$ cat config.mk
export PLATFORM = sky130hd
export DESIGN_NAME = div_radix2
export DESIGN_NICKNAME = d
export VERILOG_FILES = /design/src/rtl/div_radix2_pkg.sv /design/src/rtl/div_radix2_step.sv /design/src/rtl/div_radix2.sv
export SDC_FILE = /design/constraint.sdc
export NUM_CORES = 1
export LEC_CHECK = 0
export BUFFER_PORTS_ARGS = -buffer_cell sky130_fd_sc_hd__buf_2
export CAP_MARGIN = 10
export CORE_MARGIN = 4
export CORE_UTILIZATION = 23
export CTS_CLUSTER_SIZE = 12
export DETAILED_ROUTE_END_ITERATION = 16
export GPL_TIMING_DRIVEN = 1
export PLACE_DENSITY_LB_ADDON = 0.08
export SYNTH_ARGS = -nofsm -noshare
export SYNTH_HDL_FRONTEND = slang
export SYNTH_HIERARCHICAL = 1
export SYNTH_SLANG_ARGS = --single-unit
$ cat constraint.sdc
create_clock -name clk -period 6.95 [get_ports clk]
set_input_delay 1.39 -clock clk [delete_from_list [all_inputs] [get_ports clk]]
set_output_delay 1.39 -clock clk [all_outputs]
set_load 0.02 [all_outputs]
$ cat src/rtl/div_radix2_pkg.sv
// Shared types for the radix-2 restoring divider.
// FSM state encoding and counter-width helper.
package div_radix2_pkg;

  typedef enum logic [1:0] {
    DIV_IDLE = 2'b00,
    DIV_BUSY = 2'b01,
    DIV_DONE = 2'b10
  } div_state_e;

  // Counter width; never below one bit.
  function automatic int div_cnt_w(input int w);
    return (w > 2) ? $clog2(w) : 1;
  endfunction

endpackage

$ cat src/rtl/div_radix2_step.sv
// One restoring-division iteration: shift {rem, dvd} left,
// trial-subtract the divisor, keep or restore, emit quotient bit.
module div_step #(
  parameter int WIDTH = 32
) (
  input  logic [2*WIDTH-1:0] acc_i,
  input  logic [WIDTH-1:0]   dvs_i,
  output logic [2*WIDTH-1:0] acc_o,
  output logic               qbit_o
);

  logic [WIDTH:0] trial;
  logic [WIDTH:0] diff;

  // Shifted remainder keeps the bit shifted out of the top.
  assign trial  = acc_i[2*WIDTH-1:WIDTH-1];
  assign diff   = trial - {1'b0, dvs_i};
  assign qbit_o = ~diff[WIDTH];

  assign acc_o = {
    qbit_o ? diff[WIDTH-1:0] : trial[WIDTH-1:0],
    acc_i[WIDTH-2:0],
    qbit_o
  };

endmodule

$ cat src/rtl/div_radix2.sv
// Iterative radix-2 restoring divider, one quotient bit per clock.
// Optional macro DIV_ZERO_FAST_EN: divide-by-zero completes in one cycle.
module div_radix2
  import div_radix2_pkg::*;
#(
  parameter int WIDTH = 32
) (
  input  logic               clk,
  input  logic               rst,
  input  logic [WIDTH-1:0]   a,
  input  logic [WIDTH-1:0]   b,
  input  logic               sign,
  input  logic               opn_valid,
  input  logic               res_ready,
  output logic               res_valid,
  output logic [2*WIDTH-1:0] result
);

  localparam int CW = div_cnt_w(WIDTH);
  localparam logic [CW-1:0] CNT_LAST = CW'(WIDTH - 1);

  div_state_e         state_q;
  logic [CW-1:0]      cnt_q;
  logic [2*WIDTH-1:0] acc_q;
  logic [2*WIDTH-1:0] acc_d;
  logic [WIDTH-1:0]   dvs_q;
  logic [WIDTH-1:0]   a_q;
  logic               qneg_q;
  logic               rneg_q;
  logic               qbit;

  logic [WIDTH-1:0]   abs_a;
  logic [WIDTH-1:0]   abs_b;
  logic [WIDTH-1:0]   rem_f;
  logic [WIDTH-1:0]   quo_f;
  logic [2*WIDTH-1:0] res_fix;
  logic [WIDTH-1:0]   ones;

  assign ones = {WIDTH{1'b1}};

  // Magnitudes only for signed operations.
  assign abs_a = (sign && a[WIDTH-1]) ? -a : a;
  assign abs_b = (sign && b[WIDTH-1]) ? -b : b;

  div_step #(
    .WIDTH(WIDTH)
  ) u_step (
    .acc_i (acc_q),
    .dvs_i (dvs_q),
    .acc_o (acc_d),
    .qbit_o(qbit)
  );

  // Sign fix on the final iteration; zero divisor gives a fixed value.
  always_comb begin
    rem_f   = acc_d[2*WIDTH-1:WIDTH];
    quo_f   = {acc_d[WIDTH-1:1], qbit};
    res_fix = {rneg_q ? -rem_f : rem_f,
               qneg_q ? -quo_f : quo_f};
    if (dvs_q == '0) begin
      res_fix = {a_q, ones};
    end
  end

  // Control FSM with registered result and valid.
  always_ff @(posedge clk) begin
    if (rst) begin
      state_q   <= DIV_IDLE;
      cnt_q     <= '0;
      acc_q     <= '0;
      dvs_q     <= '0;
      a_q       <= '0;
      qneg_q    <= 1'b0;
      rneg_q    <= 1'b0;
      res_valid <= 1'b0;
      result    <= '0;
    end else begin
      unique case (state_q)
        DIV_IDLE: begin
          if (opn_valid) begin
            a_q    <= a;
            dvs_q  <= abs_b;
            acc_q  <= {{WIDTH{1'b0}}, abs_a};
            qneg_q <= sign & (a[WIDTH-1] ^ b[WIDTH-1]);
            rneg_q <= sign & a[WIDTH-1];
            cnt_q  <= '0;
`ifdef DIV_ZERO_FAST_EN
            if (b == '0) begin
              result    <= {a, ones};
              res_valid <= 1'b1;
              state_q   <= DIV_DONE;
            end else begin
              state_q <= DIV_BUSY;
            end
`else
            state_q <= DIV_BUSY;
`endif
          end
        end
        DIV_BUSY: begin
          acc_q <= acc_d;
          cnt_q <= cnt_q + 1'b1;
          if (cnt_q == CNT_LAST) begin
            result    <= res_fix;
            res_valid <= 1'b1;
            state_q   <= DIV_DONE;
          end
        end
        DIV_DONE: begin
          if (res_valid && res_ready) begin
            res_valid <= 1'b0;
            state_q   <= DIV_IDLE;
          end
        end
        default: state_q <= DIV_IDLE;
      endcase
    end
  end

endmodule

==> results of run 1 <==
[power groups by stage]
stage / Combinational (W) / Clock, W / Sequential (W)
after floorplan: 0.00445 / 0 / 0.00137
after global placement: 0.00549 / 0 / 0.00146
after detailed placement: 0.00549 / 0 / 0.00145
after CTS: 0.00551 / 0.00186 / 0.00143
after global routing: 0.00601 / 0.00190 / 0.00144
final: 0.00549 / 0.00181 / 0.00142
[worst max-delay path by stage]
stage / end / cells after the start
after detailed placement: result[52]$_SDFFE_PP0P_ / 19
after global routing: result[52]$_SDFFE_PP0P_ / 19
after global placement: result[52]$_SDFFE_PP0P_ / 19
after CTS: result[52]$_SDFFE_PP0P_ / 19
final: result[52]$_SDFFE_PP0P_ / 19
after floorplan: result[62]$_SDFFE_PP0P_ / 21
[cells in the final DEF, fill, tap and decap left out, types with 21 or more instances in the layout]
cell	n
nand3_1	26
o31ai_1	21
nand2_1	144
a22oi_1	45
xnor2_1	56
nor2_1	132
buf_2	132
o21ai_0	123
inv_1	57
ha_1	38
nor3_1	22
a21oi_1	147
dfxtp_1	202
clkbuf_16	28
a31oi_1	28
xor2_1	85
[routing by layer]
layer,vias to the layer above,share of wire [%],routed length [um]
met5,-,0.029,14
met4,4,1.4,660
met3,36,5.1,2450
met2,231,44,21100
met1,5646,49,23700
li1,5700,-,-
[worst max-delay path: stages, from the launching register on]
cell and delay [ns]:
dfxtp_1 0.42, inv_1 0.07, ha_1 0.23, fa_1 0.40
and2b_1 0.24, o2111ai_2 0.14, a21oi_2 0.25, o2111ai_1 0.25
a211oi_2 0.34, nor2_4 0.10, mux2i_4 0.34, and2_4 0.31
inv_8 0.13, mux2_4 0.35, nor4_1 0.54, nand4_1 0.47
o41ai_1 0.45, xnor2_1 0.16, nor2_1 0.05, o21ai_0 0.15
[sequential cells by signal, indices dropped and copies added, names as in the netlist]
signal     flops
state_q        2
acc_q         64
dvs_q         32
cnt_q          5
qneg_q         1
a_q           32
rneg_q         1
result        64
res_valid      1
[kinds of logic (layout without fill, tap and decap cells)]
kind of cell	count (synthesis)	in the layout	synth area share (%)
AND/OR/NAND/NOR	445	445	17.1
AO/OA/AOI/OAI	506	506	25.9
flip-flops	202	202	32.4
multiplexers	27	27	3.06
adder cells (fa/ha/maj)	39	39	3.97
XOR/XNOR	141	141	9.88
buffers and inverters	193	260	7.68
[stage by stage]
| stage | power [W] | instance area, um2 |
|---|---|---|
| final | 0.00871 | 14600 |
| after global routing | 0.00936 | 14600 |
| after CTS | 0.00879 | 14600 |
| after detailed placement | 0.00694 | 13500 |
| after global placement | 0.00695 | 13500 |
| after floorplan | 0.00582 | 12500 |
[cell type report]
type | instances | area, um2
multi-input combinational | 1158 | 7520
clock buffer | 33 | 739
inverter | 58 | 225
clock inverter | 19 | 427
fill | 5897 | 39200
timing repair buffer | 150 | 796
sequential | 202 | 4040
tap | 696 | 871
==> impl_metrics.csv, run 1 <==
group,metric,value,unit
outcome,outcome,"complete, no violations",
final_layout,drive_above_1_share,16.2,%
pwr,ir_worst_vdd,0.383,mV
global_routing,antenna_found_initial,2,
routing,via_per_inst,5.02,
pwr,swShare,47.1,%
placement,place.port_buffers,133,
timing,slew_headroom,40.8,%
min_path,holdPathStages,2,
final_layout,final_util,27.2,%
synth,synthArstFlopShare,0,%
final_layout,final_nets,1706,
clock_network,htreeDepth,1,
routing,routed_wl,48.0,mm
floorplan,rows,85,
critical_path,critPathLaunch,"acc_q[31]$_SDFFE_PP0P_",
global_routing,grt_pass1_vias,11300,
clock_network,holdBufCountCts,0,
clock_network,cts_root_buffer,"clkbuf_16",
timing,drv_slew,0,
timing,worstMarginPinSlew,0.886,ns
global_routing,grt_usage,16.1,%
pwr,clkPwrFrac,20.7,%
synth,synth-edff-count,0,
pwr,p_leak,5.73,nW
placement,placed_cells,2264,
clock_network,clk_latency,0.58,ns
final_layout,syn2layout_area_growth,17.1,%
final_layout,antenna_cells,0,
clock_network,post_cts_buffers,0,
synth,synthesis.area,12500,um2
timing,fmax,0.184,GHz
synth,synth.yosys.seq_area_share,32.4,%
critical_path,critPathMaxFanout,27,
pwr,power_density,596,nW/um2
routing,drt_pass1_iterations,6,
clock_network,clock-sinks,202,
job,drv_cap,0,
clock_network,cts_tree,"built",
synth,synth.area.top_cells,"dfxtp_1 32%, xor2_1 6.0%, a21oi_1 5.9%",
synth,synth_warnings,6,
placement,hpwl,36.0,mm
critical_path,crit_path_end_kind,"flip-flop",
timing,rsz0062_at_grt,"no",
timing,fin_crit_sh,78.1,%
placement,globalplace.congestion,0.821,
global_routing,overflow,0,
timing,setup_violations,0,
critical_path,cp.arrival,5.93,ns
min_path,holdCritStartpoint,"a_q[19]$_SDFFE_PP0P_",
synth,synth_cell_type_count,87,
global_routing,grt_max_degree,70,
routing,ant_nets,0,
clock_network,cts_made_buffers,28,
global_routing,grt_pass1_wl,72.2,mm
min_path,hold_path_class,"flip-flop to flip-flop",
pwr,p_seq_share,16.3,%
clock_network,post_cts_resized,0,
timing,finalSetupTns,0,ns
floorplan,dieArea,58100,um2
synth,synthFlopType,"dfxtp_1",
critical_path,cp.required,7.45,ns
global_routing,grt.met1_usage,23.9,%
pwr,p_int,0.00461,W
synth,avgSynthCellArea,8.04,um2
synth,synth_top_area_share,32.4,%
synth,yosys.area.top_type,"dfxtp_1",
critical_path,r2r-end,"result[52]$_SDFFE_PP0P_",
floorplan,dieHeight,241,um
global_routing,grtUsageMet3,2.41,%
floorplan,pin_count,134,
pwr,p_comb_share,63.0,%
routing,drtIter0Drc,762,
global_routing,grt.met2_usage,24.9,%
min_path,hold_end,"a_q[19]$_SDFFE_PP0P_",
synth,ys_ff_latch,202,
timing,fin_crit,5.43,ns
pwr,p_sw,0.00410,W
clock_network,clkTransAtPathRegs,0.06,ns
synth,synth_cells,1553,
timing,hold_viol_final,0,
critical_path,r2r-start,"acc_q[31]$_SDFFE_PP0P_",
timing,whs,0.454,ns
routing,wire_per_inst,20.7,um
routing,drcViolationCount,0,
synth,syn_nets,1661,
placement,pre_cts_ws,1.56,ns
critical_path,reg2reg_depth,19,
final_layout,stdcell_count,2316,
synth,ys_top_cells_by_count,"202 x dfxtp_1, 147 x a21oi_1, 144 x nand2_1, 135 x nor2_1, 123 x o21ai_0",
critical_path,critPathLaunchType,"flip-flop",
floorplan,core,53800,um2
critical_path,r2r_slack,1.52,ns
floorplan,die_w,241,um
timing,finClkSkew,0.0367,ns
floorplan,initial_core_util,23.2,%
clock_network,clockBufferDepth,3,
routing,vias,11600,
critical_path,worstSetupPathType,"flip-flop to flip-flop",
synth,yosysMostFrequentCell,"dfxtp_1",
global_routing,grt.busiest_layer,"met2",
timing,setup_ws,1.52,ns
Note: power is estimated with default switching activity, not from simulation.
==> inputs of run 2 (changes only) <==
- ABC_AREA: unset -> 1
- clock period: 6.95 -> 4.4 ns (I/O delays scaled with it)
==> run 2 against run 1 <==
First-iteration DRC count is 31% higher. Fmax increased by 37%. Area after synthesis is 19% higher. Combinational power decreased by 26%. Worst setup slack lost 1.1 ns. Clock-buffer cell count is 3 higher. Critical path depth is 5 higher. Synthesized cell count up 63%. Register-to-register slack got worse by 1.1 ns. Critical endpoint is now result[22]$_SDFFE_PP0P_.
==> impl_metrics.csv, run 2 <==
group,metric,value,unit
clock_network,cts_made_buffers,28,
clock_network,htreeDepth,1,
timing,fmax,0.252,GHz
routing,drcViolationCount,0,
synth,avgSynthCellArea,5.88,um2
critical_path,r2r_slack,0.44,ns
clock_network,clockBufferDepth,3,
routing,drtIter0Drc,1001,
final_layout,drive_above_1_share,9.59,%
routing,vias,15700,
synth,ys_ff_latch,202,
global_routing,grt_pass1_vias,15000,
final_layout,syn2layout_area_growth,14.6,%
routing,ant_nets,0,
min_path,holdCritStartpoint,"a_q[7]$_SDFFE_PP0P_",
critical_path,cp.arrival,4.42,ns
critical_path,critPathLaunchType,"flip-flop",
critical_path,worstSetupPathType,"flip-flop to flip-flop",
job,drv_cap,0,
critical_path,path_cells,"inv_1 -> ha_1 -> fa_1 -> inv_1 -> nand2_1 -> nand2_1 -> nand3_1 -> nand2_2 -> nand2_1 -> nand2_2 -> nand2_2 -> nand3_1 -> nand2_4 -> inv_1 -> ha_1 -> nand3_2 -> inv_2 -> nand3_1 -> o21ai_2 -> nand2_1 -> nand2_1 -> nand2_1 -> o21bai_1 -> inv_1",
final_layout,n_fill_cell,7355,
clock_network,clock-sinks,202,
synth,synth-edff-count,0,
floorplan,dieArea,68800,um2
timing,finClkSkew,0.0275,ns
critical_path,r2r-end,"result[22]$_SDFFE_PP0P_",
floorplan,rows,92,
final_layout,layout_common_cells,"804 x nand2_1, 371 x inv_1, 233 x nor2_1",
synth,ys_top_cells_by_count,"805 x nand2_1, 371 x inv_1, 234 x nor2_1, 202 x dfxtp_1, 176 x nand3_1",
timing,slew_headroom,32.6,%
final_layout,final_nets,2694,
final_layout,antenna_cells,0,
timing,drv_slew,0,
min_path,holdPathStages,2,
timing,worstMarginPinSlew,1.01,ns
critical_path,r2r-start,"acc_q[31]$_SDFFE_PP0P_",
timing,fin_crit,3.96,ns
min_path,hold_end,"a_q[7]$_SDFFE_PP0P_",
pwr,power,0.00848,W
timing,whs,0.460,ns
critical_path,max_stage_delay,0.42,ns
final_layout,reg.largest.list,"acc_q: 64 flops, result: 64 flops",
global_routing,grt_pass1_wl,94.1,mm
pwr,p_leak,8.53,nW
routing,wire_per_inst,18.3,um
routing,routed_wl,63.2,mm
clock_network,clkTransAtPathRegs,0.06,ns
synth,synth_cell_type_count,46,
clock_network,cts_tree,"built",
floorplan,core,63500,um2
synth,synthesis.area,14900,um2
routing,via_per_inst,4.55,
floorplan,initial_core_util,23.4,%
global_routing,grt_max_degree,67,
floorplan,pin_count,134,
synth,syn_nets,2636,
timing,setup_violations,0,
clock_network,cts_root_buffer,"clkbuf_16",
pwr,ir_worst_vdd,0.301,mV
timing,finalSetupTns,0,ns
placement,place.port_buffers,133,
final_layout,multi_input_area,8720,um2
placement,globalplace.congestion,0.861,
critical_path,critPathMaxFanout,34,
synth,synth.yosys.seq_area_share,27.2,%
floorplan,dieHeight,262,um
clock_network,clk_latency,0.57,ns
synth,synthFlopType,"dfxtp_1",
synth,synth.area.top_cells,"dfxtp_1 27%, nand2_1 20%, inv_1 9.4%",
floorplan,die_w,262,um
critical_path,critPathMostFrequentCell,"nand2_1",
synth,synth_cells,2528,
global_routing,overflow,0,
final_layout,ff_latch_area,4040,um2
min_path,hold_path_class,"flip-flop to flip-flop",
synth,yosys.area.top_type,"dfxtp_1",
critical_path,crit_path_end_kind,"flip-flop",
outcome,outcome,"complete, no violations",
synth,synthArstFlopShare,0,%
critical_path,cp.required,4.86,ns
timing,fin_crit_sh,90.1,%
timing,rsz0062_at_grt,"no",
synth,yosysMostFrequentCell,"nand2_1",
timing,hold_viol_final,0,
clock_network,post_cts_buffers,0,
synth,synth_top_area_share,27.2,%
final_layout,final_common_cell,"nand2_1",
placement,hpwl,50.5,mm
synth,synth_warnings,6,
pwr,power_density,498,nW/um2
routing,drt_pass1_iterations,6,
global_routing,antenna_found_initial,1,
global_routing,grt_usage,17.4,%
critical_path,crit_slowest_cell,"fa_1",
critical_path,reg2reg_depth,24,
-- run 2: power by group --
group / internal, W / switching (W) / leakage, nW
registers: 0.00194 / 0.000125 / 1.65
clock network: 0.00142 / 0.000912 / 0.474
logic: 0.00121 / 0.00287 / 6.41
total: 0.00457 / 0.00391 / 8.53
-- run 2: critical path: cells and delay by family, from the launching register on --
family | cells | cell delay [ns]
buffers and inverters | 5 | 0.57
and+or+nand+nor | 14 | 1.45
AOI/OAI and AO/OA | 2 | 0.55
DFF | 1 | 0.36
adders and majority gates | 3 | 0.90
-- run 2: cells by family after synthesis --
kind of cell	Yosys count	synth area share (%)
AO/OA/AOI/OAI	408	15.8
XOR/XNOR	42	2.47
adder cells (fa/ha/maj)	39	3.33
buffers and inverters	510	14.3
flip-flops	202	27.2
AND/OR/NAND/NOR	1327	36.9
-- run 2: worst max-delay path by stage --
stage                                 startpoint                       to  slack (ns)
after floorplan           acc_q[31]$_SDFFE_PP0P_  result[56]$_SDFFE_PP0P_        1.18
after global placement    acc_q[31]$_SDFFE_PP0P_  result[22]$_SDFFE_PP0P_        0.49
after detailed placement  acc_q[31]$_SDFFE_PP0P_  result[22]$_SDFFE_PP0P_        0.48
after global routing      acc_q[31]$_SDFFE_PP0P_  result[22]$_SDFFE_PP0P_        0.07
final                     acc_q[31]$_SDFFE_PP0P_  result[22]$_SDFFE_PP0P_        0.44
after CTS                 acc_q[31]$_SDFFE_PP0P_  result[49]$_SDFFE_PP0P_        0.45
-- run 2: cell type report --
cell class                 count  area share, %
multi-input combinational   1816           51.2
inverter                     384           8.46
clock inverter                14          0.940
tap                          846           6.22
sequential                   202           23.7
clock buffer                  36           4.58
timing repair buffer         154           4.85
-- run 2: what timing repair did --
| action | in CTS | in global routing |
|---|---|---|
| hold buffers | 0 | 0 |
| gates resized for setup | 0 | 1 |
| endpoints found under the setup margin | 0 | 2 |
-- run 2: routing by layer --
layer	global-route usage, %	part of all wire [%]	routed length, um	vias to the layer above
met2	29.8	48	30100	348
met5	0	0	0	-
met3	1.43	3.5	2200	62
li1	-	-	-	8126
met4	4.21	2.4	1490	0
met1	23.7	46	29400	7187
-- run 2: metrics by stage --
stage	setup slack [ns]	std cells	instance area (um2)	util, %
6_report	0.438	3452	17000	26.8
5_1_grt	0.0743	3452	17000	26.8
4_1_cts	0.454	3452	17000	26.8
3_5_place_dp	0.484	3402	16100	25.3
3_3_place_gp	0.490	3402	16100	25.3
2_1_floorplan	1.18	2528	14900	-
==> inputs of run 3 (changes only) <==
- BUFFER_PORTS_ARGS: -buffer_cell sky130_fd_sc_hd__buf_2 -> unset
- DONT_BUFFER_PORTS: unset -> 1
==> run 3 against run 2 <==
Fmax grew 0.82%. Critical endpoint is now result[48]$_SDFFE_PP0P_. Critical path type unchanged. Global-route usage is 0.33 points higher. Die area unchanged.
==> impl_metrics.csv, run 3 (synthesis gave the netlist of run 2 again) <==
group,metric,value,unit
job,drv_cap,0,
final_layout,antenna_cells,0,
final_layout,stdcell_count,3318,
final_layout,syn2layout_area_growth,9.89,%
clock_network,holdBufCountCts,0,
routing,vias,15300,
critical_path,critPathMostFrequentCell,"nand2_1",
routing,drcViolationCount,0,
floorplan,initial_core_util,23.4,%
pwr,p_leak,7.86,nW
routing,wire_per_inst,19.1,um
timing,hold_viol_final,0,
routing,routed_wl,63.5,mm
placement,pre_cts_ws,0.486,ns
critical_path,worstSetupPathType,"flip-flop to flip-flop",
min_path,hold_path_class,"input pin to flip-flop",
pwr,ir_worst_vdd,0.311,mV
critical_path,critPathMaxFanout,34,
routing,ant_nets,0,
critical_path,cp_num_cells,24,
clock_network,htreeDepth,1,
critical_path,cp.arrival,4.39,ns
final_layout,final_util,25.7,%
critical_path,r2r-end,"result[48]$_SDFFE_PP0P_",
clock_network,clock-sinks,202,
final_layout,final_common_cell,"nand2_1",
timing,fmax,0.254,GHz
routing,drt_pass1_iterations,5,
critical_path,r2r-start,"acc_q[31]$_SDFFE_PP0P_",
floorplan,pin_count,134,
floorplan,die_w,262,um
critical_path,crit_path_end,"result[48]$_SDFFE_PP0P_",
final_layout,ff_latch_area,4040,um2
global_routing,grt_pass1_vias,14800,
critical_path,path_cells,"inv_1 -> ha_1 -> fa_1 -> inv_1 -> nand2_1 -> nand2_1 -> nand3_1 -> nand2_2 -> nand2_1 -> nand2_2 -> nand2_2 -> nand3_1 -> nand2_4 -> nand2_1 -> nand2_1 -> inv_1 -> ha_1 -> nand3_1 -> nor2_1 -> nand2_1 -> nand2_1 -> a21oi_1 -> o21ai_1 -> a21oi_1",
timing,setup_ws,0.470,ns
final_layout,reg.largest.list,"acc_q: 64 flops, result: 64 flops",
critical_path,critical_path_buf_inv_count,3,
floorplan,dieHeight,262,um
timing,worstMarginPinSlew,0.838,ns
floorplan,rows,92,
critical_path,reg2reg_depth,24,
final_layout,multi_input_area,8720,um2
clock_network,post_cts_resized,0,
critical_path,crit_slowest_cell,"fa_1",
clock_network,cts_tree,"built",
global_routing,grt_pass1_wl,95.3,mm
pwr,power_density,512,nW/um2
clock_network,post_cts_buffers,0,
final_layout,n_fill_cell,7307,
routing,via_per_inst,4.60,
timing,finalSetupTns,0,ns
global_routing,overflow,0,
final_layout,drive_above_1_share,4.57,%
critical_path,crit_path_end_kind,"flip-flop",
final_layout,layout_common_cells,"805 x nand2_1, 371 x inv_1, 233 x nor2_1",
placement,placed_cells,3266,
timing,fin_crit,3.93,ns
timing,setup_violations,0,
critical_path,critPathLaunchType,"flip-flop",
clock_network,cts_root_buffer,"clkbuf_16",
critical_path,max_stage_delay,0.40,ns
clock_network,cts_made_buffers,28,
placement,globalplace.congestion,0.877,
final_layout,final_nets,2558,
floorplan,dieArea,68800,um2
outcome,outcome,"complete, no violations",
critical_path,critPathLaunch,"acc_q[31]$_SDFFE_PP0P_",
routing,drtIter0Drc,1041,
global_routing,grt_usage,17.7,%
clock_network,clockBufferDepth,3,
critical_path,r2r_slack,0.47,ns
clock_network,clk_latency,0.57,ns
critical_path,cp.required,4.86,ns
timing,fin_crit_sh,89.3,%
timing,finClkSkew,0.0348,ns
global_routing,grt_max_degree,105,
critical_path,path_delay_family,"simple AND/OR/NAND/NOR gates",
timing,rsz0062_at_grt,"no",
floorplan,core,63500,um2
placement,place.port_buffers,0,
timing,slew_headroom,44.1,%
global_routing,antenna_found_initial,0,
pwr,power,0.00837,W
timing,drv_slew,0,
placement,hpwl,50.1,mm
clock_network,clkTransAtPathRegs,0.06,ns
==> run 3: through the flow <==
step / hold WS [ns] / cell area (um2)
final: 0.403 / 16300
after global routing: 0.368 / 16300
after detailed placement: 0.449 / 15400
after floorplan: 0.427 / 14900
after global placement: 0.444 / 15400
after CTS: 0.376 / 16300
==> run 3: area by class of cell <==
class | instances | area share [%]
clock buffer | 38 | 4.83
clock inverter | 14 | 0.927
inverter | 384 | 8.82
multi-input combinational | 1816 | 53.4
sequential | 202 | 24.8
tap | 846 | 6.48
timing repair buffer | 18 | 0.827
==> run 3: worst min path at each step <==
stage / start / to / slack, ns / cells past startpoint
finish: rst / result[57]$_SDFFE_PP0P_ / 0.40 / 1
global route: rst / result[39]$_SDFFE_PP0P_ / 0.37 / 1
CTS: rst / acc_q[2]$_SDFFE_PP0P_ / 0.38 / 1
detailed placement: a_q[11]$_SDFFE_PP0P_ / a_q[11]$_SDFFE_PP0P_ / 0.45 / 2
global placement: a_q[11]$_SDFFE_PP0P_ / a_q[11]$_SDFFE_PP0P_ / 0.44 / 2
floorplan: a_q[7]$_SDFFE_PP0P_ / a_q[7]$_SDFFE_PP0P_ / 0.43 / 2
==> run 3: routing by layer <==
metal  routed length, um  track usage (%)
met1               29400             23.9
met2               29400             29.5
met3                2470             2.29
met4                2270             5.35
met5                   0                0
==> run 3: report_power, final <==
| group | switching, W | total [W] | internal, W |
|---|---|---|---|
| Clock | 0.000941 | 0.00232 | 0.00138 |
| Sequential | 0.000125 | 0.00206 | 0.00194 |
| Combinational | 0.00281 | 0.00399 | 0.00118 |
